File: config.mk
export PLATFORM = sky130hd
export DESIGN_NAME = exe_mem_skid
export DESIGN_NICKNAME = d
export VERILOG_FILES = /design/src/rtl/exe_mem_skid_pkg.sv /design/src/rtl/exe_mem_skid_buf.sv /design/src/rtl/exe_mem_skid.sv
export SDC_FILE = /design/constraint.sdc
export NUM_CORES = 1
export LEC_CHECK = 0
export BUFFER_PORTS_ARGS = -buffer_cell sky130_fd_sc_hd__buf_4
export CAP_MARGIN = 30
export CORE_MARGIN = 5
export CORE_UTILIZATION = 55
export DETAILED_ROUTE_END_ITERATION = 8
export PLACE_DENSITY = 0.93
export SKIP_CTS_REPAIR_TIMING = 1
export SYNTH_ARGS = -nofsm -noshare
export SYNTH_HDL_FRONTEND = slang
export SYNTH_SLANG_ARGS = --single-unit
File: constraint.sdc
create_clock -name clk -period 10.6 [get_ports clk]
set_input_delay 1.06 -clock clk [delete_from_list [all_inputs] [get_ports clk]]
set_output_delay 1.06 -clock clk [all_outputs]
set_load 0.01 [all_outputs]
File: src/rtl/exe_mem_skid_pkg.sv
// Shared defaults and types for the EXE/MEM pipeline register and the
// reusable skid buffer.
package exe_mem_skid_pkg;

    localparam int unsigned EXE_WIDTH = 32;
    localparam int unsigned EXE_CNT_W = 16;
    localparam logic [EXE_WIDTH-1:0] EXE_NOP = '0;

    typedef enum logic [1:0] {
        ST_EMPTY = 2'd0,
        ST_ONE   = 2'd1,
        ST_FULL  = 2'd2
    } skid_state_t;

endpackage

File: src/rtl/exe_mem_skid_buf.sv
// Generic two-entry skid buffer with valid/ready handshake and synchronous
// flush. in_ready and out_valid are registered decodes of the state.
module pipe_skid_buf
    import exe_mem_skid_pkg::*;
#(
    parameter int unsigned DW = 8
) (
    input  logic          clk,
    input  logic          rst,
    input  logic          flush,
    input  logic          in_valid,
    output logic          in_ready,
    input  logic [DW-1:0] in_data,
    output logic          out_valid,
    input  logic          out_ready,
    output logic [DW-1:0] out_data
);

    skid_state_t   state;
    logic [DW-1:0] main_q;
    logic [DW-1:0] skid_q;
    logic          xfer_in;
    logic          xfer_out;

    assign xfer_in  = in_valid && in_ready;
    assign xfer_out = out_valid && out_ready;
    assign out_data = main_q;

    // State machine, storage and registered handshake outputs
    always_ff @(posedge clk or posedge rst) begin
        if (rst) begin
            state     <= ST_EMPTY;
            main_q    <= '0;
            skid_q    <= '0;
            in_ready  <= 1'b1;
            out_valid <= 1'b0;
        end else if (flush) begin
            state     <= ST_EMPTY;
            in_ready  <= 1'b1;
            out_valid <= 1'b0;
        end else begin
            case (state)
                ST_EMPTY: begin
                    if (xfer_in) begin
                        main_q    <= in_data;
                        state     <= ST_ONE;
                        out_valid <= 1'b1;
                    end
                end
                ST_ONE: begin
                    if (xfer_in && xfer_out) begin
                        main_q <= in_data;
                    end else if (xfer_in) begin
                        skid_q   <= in_data;
                        state    <= ST_FULL;
                        in_ready <= 1'b0;
                    end else if (xfer_out) begin
                        state     <= ST_EMPTY;
                        out_valid <= 1'b0;
                    end
                end
                ST_FULL: begin
                    if (xfer_out) begin
                        main_q   <= skid_q;
                        state    <= ST_ONE;
                        in_ready <= 1'b1;
                    end
                end
                default: begin
                    state     <= ST_EMPTY;
                    in_ready  <= 1'b1;
                    out_valid <= 1'b0;
                end
            endcase
        end
    end

endmodule

File: src/rtl/exe_mem_skid.sv
// EXE->MEM pipeline register: packs the payload into the skid buffer,
// substitutes NOP on IR when idle and counts back-pressure cycles.
module exe_mem_skid
    import exe_mem_skid_pkg::*;
#(
    parameter int unsigned          WIDTH = EXE_WIDTH,
    parameter logic [WIDTH-1:0]     NOP   = WIDTH'(EXE_NOP),
    parameter int unsigned          CNT_W = EXE_CNT_W
) (
    input  logic               clk,
    input  logic               rst,
    input  logic               flush,
    input  logic               in_valid,
    output logic               in_ready,
    input  logic [WIDTH-1:0]   IR_in,
    input  logic [WIDTH-3:0]   PC_in,
    input  logic [WIDTH-1:0]   Z_in,
    input  logic [WIDTH-1:0]   Addr_in,
    output logic               out_valid,
    input  logic               out_ready,
    output logic [WIDTH-1:0]   IR_out,
    output logic [WIDTH-3:0]   PC_out,
    output logic [WIDTH-1:0]   Z_out,
    output logic [WIDTH-1:0]   Addr_out,
    output logic [CNT_W-1:0]   stall_cnt
);

    localparam int unsigned DW = 4 * WIDTH - 2;

    logic [DW-1:0]    in_data;
    logic [DW-1:0]    out_data;
    logic [WIDTH-1:0] ir_q;

    assign in_data = {IR_in, PC_in, Z_in, Addr_in};
    assign {ir_q, PC_out, Z_out, Addr_out} = out_data;

    pipe_skid_buf #(
        .DW (DW)
    ) u_buf (
        .clk       (clk),
        .rst       (rst),
        .flush     (flush),
        .in_valid  (in_valid),
        .in_ready  (in_ready),
        .in_data   (in_data),
        .out_valid (out_valid),
        .out_ready (out_ready),
        .out_data  (out_data)
    );

    // Idle slots present the NOP encoding to MEM
    always_comb begin
        IR_out = out_valid ? ir_q : NOP;
    end

    // Saturating count of cycles where MEM holds off a valid entry
    always_ff @(posedge clk or posedge rst) begin
        if (rst) begin
            stall_cnt <= '0;
        end else if (out_valid && !out_ready && (stall_cnt != '1)) begin
            stall_cnt <= stall_cnt + 1'b1;
        end
    end

endmodule
==> impl_results.md, run 1 <==
- Post-Place Worst Slack: 6.99 ns
- Syn_area_per_cell: 14.2 um2
- Via count: 7590
- TritonCTS clock tree: built
- Drt first pass iters: 4
- CTS clock-pin slew for the worst setup and hold paths: 0.06 ns
- CP required: 11.00 ns
- Root Driver: clkbuf_16
- Starting density of the core: 56.1%
- Setup tns final: 0 ns
- Max Fclk: 0.334 GHz
- Chip height: 162 um
- DRC viols: 0
- Overflow after GRT: 0
- Row cnt: 55
- YS warnings: 0
- FF-to-FF setup slack: 7.61 ns
- Run status: finished clean
- Flip-flop and latch count after synthesis: 272
- Final worst slack: 7.60 ns
- Number of global-route vias before repair: 8377
- Sequential area share after synthesis: 53.5%
- Drt initial violations: 392
- Fraction of layout cells with a size suffix above 1: 64.6%
- Crit-path max FO: 52
- H-tree depth: 1
- Rel. slew slack: 47.6%
- Drt via density: 5.49
- HPWL Detailed: 18500 um
- Worst-Skew Late Latency: 0.53 ns
- Synth area leaders: dfrtp_1 (53%), mux2_2 (33%), buf_4 (5.8%)
- GPL Wtd Cong: 0.833
- Synthesized net count: 1031
- ANT nets after route: 0
- Nets: 1209
- Number of setup violations in the final report: 0
- Cell Pwr Density: 256 nW/um2
- Async set-reset flop share out of synthesis: 100%
- Routed wire length: 27700 um
- Full die area: 26300 um2
- Hold Vio Cnt, Final: 0
- Startpoint types: input port
- Post-synth EDFFs: 0
- Cell count after synthesis: 899
- Most used flip-flop cell after synthesis: dfrtp_1
- Biggest area consumer among synthesized cells: dfrtp_1
- CP Class: input port to flip-flop
- Area grow syn2layout: 20.4%
- Yosys top cell area share: 53.3%
- R2R cell count: 7
- CP arrival: 3.39 ns
- Skew final: 0.0110 ns
- Core area: 22700 um2
- Hold Crit Class: input port to async pin
- CTS buffer count: 29
- Max IR drop VDD: 0.174 mV
- Clk buf depth: 3
- Pin count of the biggest net entering global routing: 141
- First-pass GRT wire length: 45000 um
- # fillers: 1567
- Total GRT Usage: 20.8%
- I/O Pins: 275
- Diode count: 0
- Num Clock Sinks: 272
- Slew @ Worst Pin: 0.786 ns
- Initial antenna violation count: 0
- RSZ-0062 raised after global routing: no
- CP endpoint kind: flip-flop
- Lkg Pwr: 6.96 nW
- Period utilization: 28.3%
- PortBufs: 274
- Die Wd: 162 um
- Cell variety after synth: 33
- DR WL/cell: 20.0 um
- Minimum clock period: 3.00 ns
- Fin. max-slew vios: 0
- # Max-Cap Violations: 0
- Syn Std Cell Area: 12700 um2
## flip-flops by register name (all words and copies together) (netlist names)
name	cells
u_buf.out_data	126
u_buf.state	2
u_buf.in_ready	1
u_buf.skid_q	126
u_buf.out_valid	1
stall_cnt	16
## metal layers
metal / track usage [%] / routed length, um
met5: 0 / 0
met4: 6.11 / 731
met3: 4.64 / 1750
met2: 36.7 / 14500
met1: 25.8 / 10800
## per-stage QoR
stage          cell area (um2)  total power (W)  hold slack, ns  util [%]  std cells
3_5_place_dp             14300          0.00297           0.467      62.9       1326
3_3_place_gp             14300          0.00288           0.460      62.8       1325
4_1_cts                  15200          0.00396           0.480      66.9       1378
2_1_floorplan            12700          0.00264           0.449         -        899
5_1_grt                  15300          0.00416           0.409      67.5       1383
6_report                 15300          0.00393           0.428      67.5       1383
## synth_stat cells, drive strengths merged (2+ instances only)
cell    number
nand3        8
and3         3
and2        33
dfrtp      271
buf        128
nor2         7
xnor2       12
a21oi        5
a31oi        2
o21ai        2
inv          3
nand4       10
clkbuf      12
nor2b        2
mux2       380
nand2       10
## kinds of logic (layout without fill, tap and decap cells)
logic type | Yosys count | after routing | share of synthesized area (%)
compound gates | 12 | 12 | 0.766
simple gates | 78 | 78 | 3.49
xor+xnor | 13 | 13 | 0.894
buf+inv | 143 | 342 | 7.69
fa+ha+maj | 1 | 1 | 0.0982
flops | 272 | 272 | 53.5
mux | 380 | 380 | 33.6
## path summary, 6_finish.rpt
check,end,start
max reg2reg,u_buf.skid_q[83],u_buf.out_valid
min,u_buf.out_data[68],rst
min in group clk,u_buf.out_data[122],u_buf.out_data[122]
min reg2reg,u_buf.out_data[122],u_buf.out_data[122]
max,u_buf.skid_q[83],out_ready
max in group asynchronous,u_buf.out_data[7],rst
## critical path, stage by stage
cell and delay, ns:
buf_4 0.13, and2_4 0.18, nor2_1 0.22, nand3_4 0.62, buf_4 0.51, buf_16 0.25
mux2_2 0.32
## cell usage in the layout, fill, tap and decap left out, drive strengths merged, types with 2 or more instances in the layout
cell and n:
a21oi 5, a31oi 2, and2 33, and3 3, buf 287, clkbuf 42, clkinv 8, dfrtp 271
inv 3, mux2 380, nand2 10, nand3 8, nand4 10, nor2 7, nor2b 2, o21ai 2
xnor2 12
## area by class of cell
class	instances	area [um2]	area share, %
Multi-Input combinational cell	484	4960	32.4
Clock buffer	42	845	5.51
Clock inverter	10	77.6	0.506
Timing Repair Buffer	287	2270	14.8
Tap cell	285	357	2.33
Sequential cell	272	6810	44.4
Inverter	3	18.8	0.122
## power by group
part / switching, W / leakage, nW / internal [W]
registers: 0.000266 / 3.27 / 0.00152
logic: 0.000457 / 3.23 / 0.000721
clock network: 0.000398 / 0.460 / 0.000573
total: 0.00112 / 6.96 / 0.00281
No activity file was read; power rests on OpenSTA's default activity.
==> run 2, diff against run 1 <==
- CORE_UTILIZATION: 55 -> 50
- PLACE_DENSITY: 0.93 -> 0.89
- clock period: 10.6 -> 2.6 ns (I/O delays scaled with it)
==> run 2 against run 1 <==
Compared with the run above:
- worst hold slack worse by 0.42 ns
- first-iteration DRC count rose by 34%
- clock skew is 0.0039 ns higher
- critical path type is now flip-flop to flip-flop
- largest power group unchanged
- highest routed layer unchanged
==> impl_results.md, run 2 (same netlist as run 1, synthesis figures left out) <==
- Run status: finished clean
- Crit-path max FO: 127
- Post-Layout Cell Count: 1558
- # Max-Cap Violations: 0
- Drt via density: 5.23
- Sw Share: 29.0%
- CP endpoint kind: flip-flop
- Worst hold endpoint: u_buf.skid_q[6]
- CP Class: flip-flop to flip-flop
- First-pass GRT wire length: 43600 um
- Worst R2R Start: u_buf.state[0]
- Area of the multi-input gates: 4960 um2
- Most common cell after layout, fill and taps aside: mux2_2
- CP arrival: 2.68 ns
- Num Clock Sinks: 272
- Period utilization: 87.6%
- RSZ-0062 raised after global routing: no
- Critical-path cell list: nor2b_4, buf_12, mux2_2, mux2_2
- Drt first pass iters: 4
- Reg2reg end: u_buf.out_data[10]
- CP required: 3.00 ns
- Setup tns final: 0 ns
- Storage element area: 6810 um2
- Rel. slew slack: 32.3%
- Cells after DPL: 1381
- Crit path top cell by count: mux2_2
- Area grow syn2layout: 30.4%
- Core area: 25100 um2
- CTS buffer count: 29
- Startpoint types: flip-flop
- Max Fclk: 0.439 GHz
- Final core occ: 66.2%
- Clk buf depth: 3
- TritonCTS clock tree: built
- Fraction of layout cells with a size suffix above 1: 57.3%
- Slowest stage cell, crit path: dfrtp_1
- Minimum clock period: 2.28 ns
- GPL Wtd Cong: 0.787
- # fillers: 1678
- Cell Pwr Density: 967 nW/um2
- H-tree depth: 1
- I/O Pins: 275
- Routed wire length: 30100 um
- PortBufs: 274
- Skew final: 0.0149 ns
- Worst-Skew Late Latency: 0.53 ns
- Starting density of the core: 50.7%
- ANT nets after route: 0
- Combinational Power Share: 31.3%
- Internal power: 0.0114 W
- Slew @ Worst Pin: 1.01 ns
- Worst path top cell family by delay: multiplexers
- Hold Vio Cnt, Final: 0
- R2R cell count: 4
- Chip height: 170 um
- Number of global-route vias before repair: 8323
- Sw Pwr: 0.00467 W
- Post-Place Worst Slack: 0.356 ns
- Total GRT Usage: 18.4%
- Full die area: 28800 um2
- Most frequent cells in the layout: mux2_2 (369), buf_4 (284), dfrtp_1 (271)
- Row cnt: 58
- Clock Power Share: 23.3%
- Hold Path Stages: 2
- Max IR drop VDD: 0.685 mV
- Number of setup violations in the final report: 0
- Overflow after GRT: 0
- Via count: 8147
- Die Wd: 170 um
- Lkg Pwr: 7.44 nW
- Pin count of the biggest net entering global routing: 128
- Crit-path max cell delay: 0.49 ns
- Nets: 1341
- WP buf/inv: 1
- Hold Crit Class: input port to flip-flop
- Root Driver: clkbuf_16
- Flop pwr share: 45.4%
- FF-to-FF setup slack: 0.32 ns
- Final worst slack: 0.322 ns
- DRC viols: 0
- HP Start: Addr_in[6]
- HPWL Detailed: 18600 um
- CTS clock-pin slew for the worst setup and hold paths: 0.06 ns
- Drt initial violations: 524
- Initial antenna violation count: 2
- Fin. max-slew vios: 0
- DR WL/cell: 19.3 um
## run 2: cell count changes in the layout (fill, tap and decap cells not counted), sizes merged
cell,delta
bufinv,-1
clkbuf,+3
diode,+2
clkinv,-7
buf,+5
inv,+1
dlygate4sd3,+127
## run 2: layer usage
metal  track usage, %  share of wire, %  vias up
li1                 -                 -     3676
met1             23.2                39     4142
met2             31.5                53      256
met3             4.45               5.4       73
met4             5.85               3.1        0
met5                0                 0        -
## run 2: power groups by stage
stage	Clock, W	Combinational [W]	Sequential (W)
floorplan	0	0.00384	0.00691
global placement	0	0.00466	0.00716
detailed placement	0	0.00485	0.00729
CTS	0.00380	0.00486	0.00724
global route	0.00400	0.00544	0.00751
finish	0.00374	0.00503	0.00730
## run 2: cell type report
type / count / area share, %
sequential: 272 / 41.0
multi-input combinational: 484 / 29.9
timing repair buffer: 419 / 21.5
clock buffer: 45 / 4.91
tap: 330 / 2.49
clock inverter: 3 / 0.151
inverter: 3 / 0.0904
antenna: 2 / 0.0301
## run 2: through the flow
| stage | instance area (um2) | power (W) | hold WS [ns] |
|---|---|---|---|
| final | 16600 | 0.0161 | 0.00463 |
| after global routing | 16600 | 0.0169 | 0.00118 |
| after CTS | 15300 | 0.0159 | -0.282 |
| after detailed placement | 14500 | 0.0121 | 0.301 |
| after global placement | 14500 | 0.0118 | 0.300 |
| after floorplan | 12700 | 0.0108 | 0.323 |
## run 2: how the worst max path moves through the flow
stage | from | to | slack [ns] | cells after the start
2_1_floorplan | rst | stall_cnt[0] | -1.25 | 1
3_3_place_gp | u_buf.in_ready | u_buf.out_data[35] | 0.44 | 5
3_5_place_dp | u_buf.in_ready | u_buf.out_data[26] | 0.36 | 5
4_1_cts | u_buf.in_ready | u_buf.out_data[26] | 0.35 | 5
5_1_grt | u_buf.in_ready | u_buf.out_data[58] | 0.24 | 5
6_report | u_buf.state[0] | u_buf.out_data[10] | 0.32 | 4
